File: src/rtl/bt_air_pkg.sv
`default_nettype none
// ============================================================================
// Module      : bt_air_pkg
// Description : Shared constants and helpers for the bt_air_chan channel
//               model: default hop-frequency width, bit-error LFSR seed and
//               Galois tap mask, LFSR step and 16-bit rotate-left.
// Revision    : 1.0 - initial release
// ============================================================================
package bt_air_pkg;

  localparam int          FKW_DEF   = 7;
  localparam logic [15:0] LFSR_SEED = 16'hACE1;
  // Galois form of x^16 + x^14 + x^13 + x^11 + 1
  localparam logic [15:0] LFSR_TAPS = 16'hB400;

  function automatic logic [15:0] lfsr_next(input logic [15:0] v);
    return {1'b0, v[15:1]} ^ (v[0] ? LFSR_TAPS : 16'h0000);
  endfunction

  // Rotate left by n mod 16; gives each port its own view of one LFSR so
  // the ports do not flip bits in lock-step.
  function automatic logic [15:0] rotl16(input logic [15:0] v, input int unsigned n);
    int unsigned s;
    s = n % 16;
    return (v << s) | (v >> (16 - s));
  endfunction

endpackage
`default_nettype wire

File: src/rtl/bt_air_pll.sv
`default_nettype none
// ============================================================================
// Module      : bt_air_pll
// Description : Per-port synthesiser model. Latches the next hop frequency on
//               a load strobe and holds 'locked' low for SETTLE cycles.
// Ports       : clk_6M  - 6 MHz clock
//               rstz    - asynchronous active-low reset
//               load    - one-cycle frequency-load strobe
//               fk_in   - frequency to load
//               fk      - currently tuned frequency
//               locked  - synthesiser settled
// Revision    : 1.0 - initial release
// ============================================================================
module bt_air_pll
  import bt_air_pkg::*;
#(
  parameter int FKW    = FKW_DEF,
  parameter int SETTLE = 900
) (
  input  logic           clk_6M,
  input  logic           rstz,
  input  logic           load,
  input  logic [FKW-1:0] fk_in,
  output logic [FKW-1:0] fk,
  output logic           locked
);

  localparam int            CW       = (SETTLE < 1) ? 1 : $clog2(SETTLE + 1);
  localparam logic [CW-1:0] SETTLE_C = CW'(SETTLE);

  logic [CW-1:0] cnt;

  // A load on the cycle the count would expire takes priority, so the
  // port never reports lock on a frequency it is about to leave.
  always_ff @(posedge clk_6M or negedge rstz) begin
    if (!rstz) begin
      fk     <= '0;
      cnt    <= '0;
      locked <= 1'b0;
    end else if (load) begin
      fk     <= fk_in;
      cnt    <= SETTLE_C;
      locked <= (SETTLE == 0);
    end else if (cnt != '0) begin
      cnt <= cnt - CW'(1);
      if (cnt == CW'(1)) begin
        locked <= 1'b1;
      end
    end
  end

endmodule
`default_nettype wire

File: src/rtl/bt_air_chan.sv
`default_nettype none
// ============================================================================
// Module      : bt_air_chan
// Description : N-port air channel: per-port synthesiser settling, frequency
//               matched bit routing with collision detection, LAT-stage rx
//               pipeline and LFSR-driven bit-error injection.
// Ports       : clk_6M, rstz          - clock, async active-low reset
//               txen/rxen/txbitin     - per-port tx enable, rx enable, tx bit
//               lc_fk, loadfreq_p     - per-port next frequency and load strobe
//               err_inj_en/err_thresh - error injection enable, flip threshold
//               rxbitout/rxvalid      - per-port received bit and its validity
//               collision             - >=2 transmitters on this port's channel
//               cur_fk/locked         - tuned frequency and settle status
// Revision    : 1.0 - initial release
// ============================================================================
module bt_air_chan
  import bt_air_pkg::*;
#(
  parameter int NPORT  = 4,
  parameter int FKW    = FKW_DEF,
  parameter int LAT    = 3,
  parameter int SETTLE = 900
) (
  input  logic                 clk_6M,
  input  logic                 rstz,
  input  logic [NPORT-1:0]     txen,
  input  logic [NPORT-1:0]     rxen,
  input  logic [NPORT-1:0]     txbitin,
  input  logic [NPORT*FKW-1:0] lc_fk,
  input  logic [NPORT-1:0]     loadfreq_p,
  input  logic                 err_inj_en,
  input  logic [15:0]          err_thresh,
  output logic [NPORT-1:0]     rxbitout,
  output logic [NPORT-1:0]     rxvalid,
  output logic [NPORT-1:0]     collision,
  output logic [NPORT*FKW-1:0] cur_fk,
  output logic [NPORT-1:0]     locked
);

  for (genvar i = 0; i < NPORT; i++) begin : g_pll
    bt_air_pll #(
      .FKW    (FKW),
      .SETTLE (SETTLE)
    ) u_pll (
      .clk_6M (clk_6M),
      .rstz   (rstz),
      .load   (loadfreq_p[i]),
      .fk_in  (lc_fk[i*FKW +: FKW]),
      .fk     (cur_fk[i*FKW +: FKW]),
      .locked (locked[i])
    );
  end

  logic [NPORT-1:0] act;
  logic [NPORT-1:0] heard [NPORT];
  logic [NPORT-1:0] s0_bit, s0_valid, s0_coll;

  assign act = txen & locked;

  always_comb begin
    s0_bit   = '0;
    s0_valid = '0;
    s0_coll  = '0;
    for (int i = 0; i < NPORT; i++) begin
      heard[i] = '0;
      for (int j = 0; j < NPORT; j++) begin
        if (j != i && act[j] && cur_fk[j*FKW +: FKW] == cur_fk[i*FKW +: FKW]) begin
          heard[i][j] = 1'b1;
        end
      end
      // Half duplex: a transmitting port never hears anything, itself included.
      if (rxen[i] && locked[i] && !txen[i]) begin
        if ($countones(heard[i]) == 1) begin
          s0_bit[i]   = |(heard[i] & txbitin);
          s0_valid[i] = 1'b1;
        end else if ($countones(heard[i]) >= 2) begin
          s0_coll[i]  = 1'b1;
        end
      end
    end
  end

  logic [NPORT-1:0] pb [LAT];
  logic [NPORT-1:0] pv [LAT];
  logic [NPORT-1:0] pc [LAT];
  logic [15:0]      lfsr;

  always_ff @(posedge clk_6M or negedge rstz) begin
    if (!rstz) begin
      for (int k = 0; k < LAT; k++) begin
        pb[k] <= '0;
        pv[k] <= '0;
        pc[k] <= '0;
      end
      lfsr <= LFSR_SEED;
    end else begin
      pb[0] <= s0_bit;
      pv[0] <= s0_valid;
      pc[0] <= s0_coll;
      for (int k = 1; k < LAT; k++) begin
        pb[k] <= pb[k-1];
        pv[k] <= pv[k-1];
        pc[k] <= pc[k-1];
      end
      lfsr <= lfsr_next(lfsr);
    end
  end

  // Flips are decided at the pipeline exit and only ever touch valid bits.
  logic [NPORT-1:0] flip;

  always_comb begin
    flip = '0;
    for (int i = 0; i < NPORT; i++) begin
      flip[i] = err_inj_en & pv[LAT-1][i] & (rotl16(lfsr, unsigned'(i)) < err_thresh);
    end
  end

  assign rxbitout  = pb[LAT-1] ^ flip;
  assign rxvalid   = pv[LAT-1];
  assign collision = pc[LAT-1];

endmodule
`default_nettype wire

File: config.mk
export PLATFORM = sky130hd
export DESIGN_NAME = bt_air_chan
export DESIGN_NICKNAME = d
export VERILOG_FILES = /design/src/rtl/bt_air_pkg.sv /design/src/rtl/bt_air_pll.sv /design/src/rtl/bt_air_chan.sv
export SDC_FILE = /design/constraint.sdc
export NUM_CORES = 1
export LEC_CHECK = 0
export BUFFER_PORTS_ARGS = -buffer_cell sky130_fd_sc_hd__buf_2
export CAP_MARGIN = 40
export CELL_PAD_IN_SITES_DETAIL_PLACEMENT = 0
export CELL_PAD_IN_SITES_GLOBAL_PLACEMENT = 1
export CORE_MARGIN = 1.5
export CORE_UTILIZATION = 35
export DETAILED_ROUTE_END_ITERATION = 8
export PLACE_DENSITY = 0.68
export SYNTH_ARGS = -nofsm -noshare
export SYNTH_HDL_FRONTEND = slang
export SYNTH_SLANG_ARGS = --single-unit
File: constraint.sdc
create_clock -name clk_6M -period 3.2 [get_ports clk_6M]
set_input_delay 0.64 -clock clk_6M [delete_from_list [all_inputs] [get_ports clk_6M]]
set_output_delay 0.64 -clock clk_6M [all_outputs]
set_load 0.02 [all_outputs]
# ---- Word-level counts from Yosys, hierarchy flattened
# Cells that the tools add are included.
dict set report word_totals {
  register_bits 124
  word_cells 185
}
dict set report classes {
  add_sub_neg 12
  n_lt_le_gt_ge 8
  eq_ne 20
  muxes 61
  bitwise_logic 18
  n_reduce_logical 44
}
# operator n
set op_table {}
lappend op_table {{32-bit by 2-bit == test with 1-bit output, second input constant} 4}
lappend op_table {{7-bit == test} 12}
lappend op_table {{10-bit two-way mux} 8}
lappend op_table {{16-bit < comparator} 4}
lappend op_table {{1-bit two-way mux} 52}
lappend op_table {{10-bit by 1-bit == test with 1-bit output, second input constant} 4}
lappend op_table {{10-bit nonzero test} 4}
lappend op_table {{10-bit by 1-bit subtractor with 10-bit output, second input constant} 4}
lappend op_table {{1-bit logical AND} 20}
lappend op_table {{4-bit bitwise AND} 4}
lappend op_table {{16-bit two-way mux} 1}
lappend op_table {{16-bit by 1-bit OR with 16-bit output} 1}
lappend op_table {{16-bit by 2-bit OR with 16-bit output} 1}
lappend op_table {{16-bit by 3-bit OR with 16-bit output} 1}
lappend op_table {{2-bit nonzero test} 8}
lappend op_table {{4-bit OR reduction} 4}
lappend op_table {{15-bit by 16-bit XOR with 16-bit output} 1}
lappend op_table {{3-bit by 2-bit greater-or-equal comparator with 1-bit output, second input constant} 4}
lappend op_table {{1-bit by 1-bit adder with 2-bit output} 4}
lappend op_table {{1-bit bitwise AND} 8}
lappend op_table {{2-bit AND reduction} 4}
lappend op_table {{1-bit by 2-bit adder with 3-bit output} 2}
lappend op_table {{2-bit by 1-bit adder with 3-bit output} 2}
lappend op_table {{3-bit by 4-bit bitwise AND with 4-bit output} 1}
lappend op_table {{2 further kinds} 5}

# ---- Logic depth before layout (Yosys ltp)
# Gate-level depths: netlist of the first run.
dict set report depth {
  word_depth 9
  ltp_mapped 7
}

# ---- By module
# Synthesis of the first run repeated with hierarchy kept, for this count alone.
dict set report unflattened {
  hier_cells 644
  area_unflattened_um2 7023.0
}
# module n_inst cells_each area_per_inst_um2
set by_module_without_submodules {}
lappend by_module_without_submodules {bt_air_chan 1 324 3549.7}
lappend by_module_without_submodules {bt_air_pll 4 80 868.3}

# ---- Worst setup path before layout of the first run
# No wires, ideal clock.
dict set report synth_path {
  path_type {input to output}
  start {input err_thresh[13]}
  end {output rxbitout[1]}
  arrival_time_ns 2.243
  required_time_ns 2.560
  path_slack_ns 0.317
  cell_stages 7
  cell_sequence {inv_1 -> ha_1 -> a211oi_1 -> nor2_1 -> a2111o_1 -> a311oi_1 -> xor2_1}
}
dict set report synth_between {
  elab_chain_cells 3
}
# element line_no
set synth_rtl {}
lappend synth_rtl {{start: declaration} bt_air_chan.sv:32} ;# input logic [15:0] err_thresh,
lappend synth_rtl {{16-bit < comparator} bt_air_chan.sv:115} ;# flip[i] = err_inj_en & pv[LAT-1][i] & (rotl16(lfsr, unsigned'(i)) < err_thresh);
lappend synth_rtl {{1-bit bitwise AND} bt_air_chan.sv:115}
lappend synth_rtl {{4-bit XOR} bt_air_chan.sv:119} ;# assign rxbitout = pb[LAT-1] ^ flip;
lappend synth_rtl {{end: declaration} bt_air_chan.sv:33} ;# output logic [NPORT-1:0] rxbitout,
# Every way passes these cells.

# ---- Worst setup path in the final report of the first run
dict set report layout_path {
  start {register lfsr[13]}
  end {output rxbitout[1]}
}
dict set report layout_between {
  elab_chain_cells 4
}
# element line_no
set layout_rtl {}
lappend layout_rtl {{start: declaration} bt_air_chan.sv:86} ;# logic [15:0] lfsr;
lappend layout_rtl {{start signal: assignment} bt_air_chan.sv:105} ;# lfsr <= lfsr_next(lfsr);
lappend layout_rtl {{16-bit by 1-bit OR with 16-bit output} bt_air_pkg.sv:25} ;# return (v << s) | (v >> (16 - s));
lappend layout_rtl {{16-bit < comparator} bt_air_chan.sv:115}
lappend layout_rtl {{1-bit bitwise AND} bt_air_chan.sv:115}
lappend layout_rtl {{4-bit XOR} bt_air_chan.sv:119}
# Every way passes these cells.

==> run_results.csv, run 1 <==
group,metric,value,unit
worst_setup_path,critPathMaxFanout,5,
yosys,synth_cell_type_count,52,
route,first_pass_iters,4,
yosys,syn_nets,744,
floorplanning,initial_utilization,36.1,%
layout,drive_above_1_share,29.4,%
route,viasPerCell,5.00,
clocking,clock-sinks,124,
yosys,synthSimpleGateAreaFrac,13.9,%
route,routed_wl,16.1,mm
yosys,netlist_area,6820,um^2
route,drtIter0Drc,155,
floorplanning,pin_count,107,
yosys,synth_top_family_by_area,"simple AND/OR/NAND/NOR gates",
clocking,root_buffer,"clkbuf_16",
yosys,yosysSeqAreaShare,45.7,%
placement,gp_congestion,0.872,
worst_setup_path,cpPeakStageDelay,0.63,ns
global_routing,grt_pass1_vias,5187,
sta,hold_viol,0,
clocking,cts_hold_buf,0,
sta,post-route-min-period,3.24,ns
clocking,clk_latency,0.42,ns
route,num_vias,5018,
floorplanning,placementRows,50,
yosys,yosysMostFrequentCell,"dfrtp_1",
global_routing,grt_overflow,0,
clocking,cts-htree-levels,4,
route,drc,0,
sta,rsz0062_at_grt,"yes",
yosys,synth.top_cells.by_count,"116 x dfrtp_1, 68 x ha_1, 50 x nor2_1",
flow_run,drv_cap,0,
layout,fin_nets,864,
clocking,cts_tree,"built",
run_status,violations,"negative setup slack",
placement,port_buffers,106,
global_routing,antenna_found_initial,3,
global_routing,grt_use_total,17.1,%
sta,tightest_slew,0.759,ns
worst_setup_path,path_cells,"ha_4 > nand4_1 > nor2_2 > a2111o_1 > a311oi_2 > xor2_1 > buf_4",
clocking,clk_pin_slew,0.06,ns
sta,fmax,309,MHz
placement,place_inst,959,
yosys,synthMuxAreaShare,5.07,%
run_status,status,"finished, violations left",
yosys,syn_inst,609,
yosys,ys.flop_type,"dfrtp_1",
sta,setup_slack,-0.0396,ns
route,postRouteAntennaNets,0,
floorplanning,die_x,143,um
floorplanning,core_area,18900,um^2
route,wl_per_cell,16.0,um
worst_setup_path,worst_setup_path_end_kind,"primary output",
yosys,async_flop_share,100,%
power,p_leak,0.00396,uW
yosys,synthTopCellsByArea,"dfrtp_1 43%, ha_1 12%, mux2_2 4.6%",
sta,max_slew_margin,48.9,%
yosys,synth_compound_area_share,9.58,%
worst_hold_path,hold_class,"in -> async",
sta,finalCritPeriodShare,101,%
layout,stdcell_count,1004,
sta,skew,0.00705,ns
placement,dpl_worst_slack,-0.0285,ns
placement,dp_hpwl,12.1,mm
sta,slew_viol_final,0,
yosys,yosysTopAreaCell,"dfrtp_1",
floorplanning,die_h,143,um
yosys,synthAdderAreaFrac,13.7,%
global_routing,grt_first_pass_wirelength,26.9,mm
layout,syn_to_final_growth,24.2,%
clocking,cts_buffers,17,
yosys,synth_top_area_share,42.6,%
clocking,clk_path_buf_depth,2,
worst_setup_path,path_class,"reg -> out",
yosys,yosysWarnings,0,
yosys,ys_seq_elements,124,
yosys,synth_edf_count,0,
worst_setup_path,crit_arrival,2.60,ns
power,ir_drop,0.000328,V
worst_setup_path,cp_slowest_cell,"dfstp_2",
worst_setup_path,crit_required,2.56,ns
sta,report.final.setup_viol,2,
worst_setup_path,startpoint_type,"flop",
floorplanning,dieArea,20300,um^2
power,power-per-cell-area,500,nW/um^2
yosys,synthXorXnorAreaFrac,8.61,%
yosys,syn_area_per_cell,11.2,um^2
global_routing,grt_max_degree,65,
worst_setup_path,r2r_slack,0.41,ns
## report_power, final
part | total [uW] | switching (uW) | internal (uW) | leakage, uW
Sequential | 1780 | 128 | 1650 | 0.00155
Combinational | 553 | 297 | 256 | 0.00213
Clock | 1900 | 744 | 1160 | 0.000281
## flip-flops by register name, indices dropped and copies added (netlist names)
signal / flops
pv: 8
lfsr: 16
rxvalid: 4
pb: 12
collision: 4
g_pll.u_pll.locked: 4
g_pll.u_pll.cnt: 40
pc: 8
g_pll.u_pll.fk: 28
## kinds of logic after synthesis
group / count (synthesis)
AND/OR/NAND/NOR: 170
flip-flops: 124
AO/OA/AOI/OAI: 93
adder cells (fa/ha/maj): 72
XOR/XNOR: 67
buffers and inverters: 52
multiplexers: 31
## path summary, 6_finish.rpt
kind	start	to	depth (start not counted)
worst min-delay path	rstz	lfsr[9]	1
worst min register to register	pv[5]	rxvalid[1]	0
worst max register to register	g_pll[1].u_pll.fk[3]	pb[9]	7
max in group asynchronous	rstz	lfsr[12]	2
min in group clk_6M	pv[5]	rxvalid[1]	0
worst max-delay path	lfsr[13]	rxbitout[1]	7
## per-layer routing
| layer | vias up | part of all wire, % | track usage, % |
|---|---|---|---|
| met2 | 140 | 47 | 27.5 |
| met5 | - | 0.075 | 0 |
| met3 | 23 | 6.8 | 5.89 |
| met1 | 2412 | 45 | 21.8 |
| li1 | 2441 | - | - |
| met4 | 2 | 1.3 | 4.61 |
## worst max-delay path, delay by kind of cell, from the launching register on
kind | cells | cell delay, ns
buffers and inverters | 1 | 0.16
flip-flops | 1 | 0.63
XOR/XNOR | 1 | 0.18
AND/OR/NAND/NOR | 2 | 0.22
adder cells (fa/ha/maj) | 1 | 0.23
AO/OA/AOI/OAI | 2 | 0.78
## cell type report
type                    count  area (um^2)
inverters                  32          124
multi-input cells         433         3620
diodes                      2         5.00
flip-flops and latches    124         3110
clock buffers              17          425
well taps                 260          325
clock inverters            15          163
fillers                  1806        10400
repair buffers            121          684
## cells in the final DEF (no fill, tap or decap), types with 9 or more instances in the layout
cell / instances
nor3_1: 9
a21o_1: 9
o21ai_0: 12
nand2b_1: 12
nor4_1: 10
inv_1: 31
mux2_2: 28
clkbuf_16: 17
a21oi_1: 15
nand3_1: 20
and3_1: 13
xor2_1: 31
nand4_1: 15
dfrtp_1: 115
nor2_1: 48
ha_1: 60
buf_2: 101
nand2_1: 11
xnor2_1: 36
buf_4: 17
## repair_timing
action,in CTS,in global routing
buffers inserted,8,3
endpoints found under the setup margin,4,4
pin swaps,12,8
gates resized for setup,21,9
cloned,0,0
## metrics by stage
stage               total power [uW]  instance area, um^2  util, %  setup TNS, ns  hold WS, ns
detailed placement              2350                 7600     40.2        -0.0372        0.335
global route                    4450                 8470     44.8         -0.387        0.127
CTS                             4300                 8360     44.3        -0.0132        0.125
floorplan                       2140                 6820        -              0        0.331
global placement                2340                 7600     40.2              0        0.333
finish                          4230                 8470     44.8        -0.0617        0.125
(Power assumes the default switching activity.)
==> run 2: changes to the inputs <==
- CORE_ASPECT_RATIO: not set -> 0.8
- CORE_MARGIN: 1.5 -> 10
==> run 2 against run 1 <==
Net effect: the run now ends clean; routed wire length is 5.2% higher; highest routed layer unchanged; register-to-register slack better by 0.05 ns; sequential share of layout area is 0.80 points higher; critical path depth stayed put; power is 0.75% lower; cell count is 1.3% lower; utilization is 1.3 points lower; critical endpoint unchanged; non-clock buffer count is 9 lower; sequential cell count stayed put.
==> run_results.csv, run 2 (same netlist as run 1, synthesis figures left out) <==
group,metric,value,unit
clocking,cts_tree,"built",
worst_setup_path,crit_start,"lfsr[12]",
placement,gp_congestion,0.878,
floorplanning,dieArea,25500,um^2
clocking,clock-sinks,124,
worst_hold_path,hold_class,"in -> async",
worst_setup_path,reg2reg_from,"g_pll[2].u_pll.fk[0]",
global_routing,grt_overflow,0,
placement,port_buffers,106,
power,p_leak,0.00390,uW
route,drc,0,
sta,max_slew_margin,44.3,%
floorplanning,core_area,19000,um^2
power,p_total,4200,uW
layout,fin_nets,855,
global_routing,grt_use_total,13.6,%
global_routing,antenna_found_initial,4,
placement,dpl_worst_slack,0.00387,ns
route,first_pass_iters,5,
worst_setup_path,r2r_slack,0.46,ns
route,viasPerCell,5.03,
worst_setup_path,startpoint_type,"flop",
route,postRouteAntennaNets,0,
clocking,cts_buffers,17,
sta,rsz0062_at_grt,"yes",
route,dr_wl_met2,7.37,mm
worst_setup_path,crit_arrival,2.56,ns
run_status,status,"completed",
floorplanning,die_x,176,um
global_routing,grt_max_degree,56,
clocking,cts-htree-levels,4,
route,routed_wl,16.9,mm
layout,syn_to_final_growth,21.5,%
sta,fmax,313,MHz
sta,finalCritPeriodShare,99.9,%
floorplanning,pin_count,107,
sta,hold_ws,0.248,ns
layout,diodes,0,
global_routing,grt_pass1_vias,5329,
layout,final_common_cell,"dfrtp_1",
layout,drive_above_1_share,27.1,%
sta,setup_slack,0.00336,ns
sta,post-route-min-period,3.20,ns
sta,hold_viol,0,
clocking,clk_path_buf_depth,2,
power,ir_drop,0.000326,V
worst_setup_path,crit_required,2.56,ns
worst_setup_path,worst_setup_path_end_kind,"primary output",
clocking,root_buffer,"clkbuf_16",
worst_setup_path,critPathMaxFanout,5,
clocking,clk_pin_slew,0.06,ns
route,num_vias,4983,
sta,report.final.setup_viol,0,
layout,top_register,"g_pll.u_pll.cnt",
clocking,cts_hold_buf,0,
route,wl_met1,8.00,mm
worst_setup_path,path_class,"reg -> out",
floorplanning,initial_utilization,35.8,%
route,drtIter0Drc,321,
layout,largest_reg_flops,40,
floorplanning,placementRows,45,
route,top_layer,"met5",
placement,dp_hpwl,13.0,mm
sta,tightest_slew,0.828,ns
sta,skew,0.0110,ns
route,route.met3.wl,1.38,mm
layout,final_cell_mix,"116 x dfrtp_1, 101 x buf_2, 65 x ha_1",
sta,slew_viol_final,0,
route,wl_per_cell,17.1,um
floorplanning,die_h,145,um
power,power-per-cell-area,507,nW/um^2
layout,utilization,43.5,%
layout,largestRegisters,"g_pll.u_pll.cnt x40, g_pll.u_pll.fk x28, lfsr x16",
clocking,clk_latency,0.41,ns
global_routing,grt_first_pass_wirelength,27.7,mm
flow_run,drv_cap,0,
sta,setup_tns,0,ns
==> run 2: cell count changes in the layout (fill, tap and decap cells not counted), sizes merged <==
cell / change
clkinv: -1
buf: -9
clkbuf: +1
inv: -2
clkinvlp: +2
diode: -2
==> run 2: cell type report <==
type | count | area [um^2]
Inverter | 32 | 124
Multi-Input combinational cell | 433 | 3550
Fill cell | 1861 | 10700
Tap cell | 258 | 323
Sequential cell | 124 | 3110
Clock inverter | 14 | 144
Timing Repair Buffer | 112 | 601
Clock buffer | 18 | 429
==> run 2: per-layer routing <==
layer	GRT usage, %	up-vias
met5	0	-
met4	3.03	8
met3	6.24	18
met2	20.7	125
met1	17.3	2407
li1	-	2425
==> run 2: worst paths after layout <==
path,to,depth (start not counted)
hold / removal,lfsr[4],1
min in group clk_6M,rxvalid[3],0
hold reg to reg,rxvalid[3],0
setup reg to reg,pb[9],7
setup / recovery,rxbitout[1],7
max in group asynchronous,g_pll[1].u_pll.cnt[1],2
==> run 2: worst max-delay path, stage by stage (launching register included) <==
cell and delay (ns):
dfrtp_1 0.45, ha_1 0.32, a211oi_1 0.26, nor2_1 0.08, a2111o_1 0.36, a311oi_2 0.25, xor2_1 0.24, buf_4 0.18
==> run 2: report_power, final <==
part           switching, uW  internal (uW)
clock network            724           1150
registers                130           1650
logic                    299            251
==> run 2: timing repair <==
| item | CTS | global route |
|---|---|---|
| resized for setup | 11 | 10 |
| setup buffers | 2 | 2 |
| setup endpoints to repair | 4 | 4 |
| pin swaps | 6 | 5 |
==> run 2: through the flow <==
step / area, um^2 / std cells
global route: 8280 / 991
detailed placement: 7580 / 955
global placement: 7580 / 955
finish: 8280 / 991
floorplan: 6820 / 609
CTS: 8210 / 989
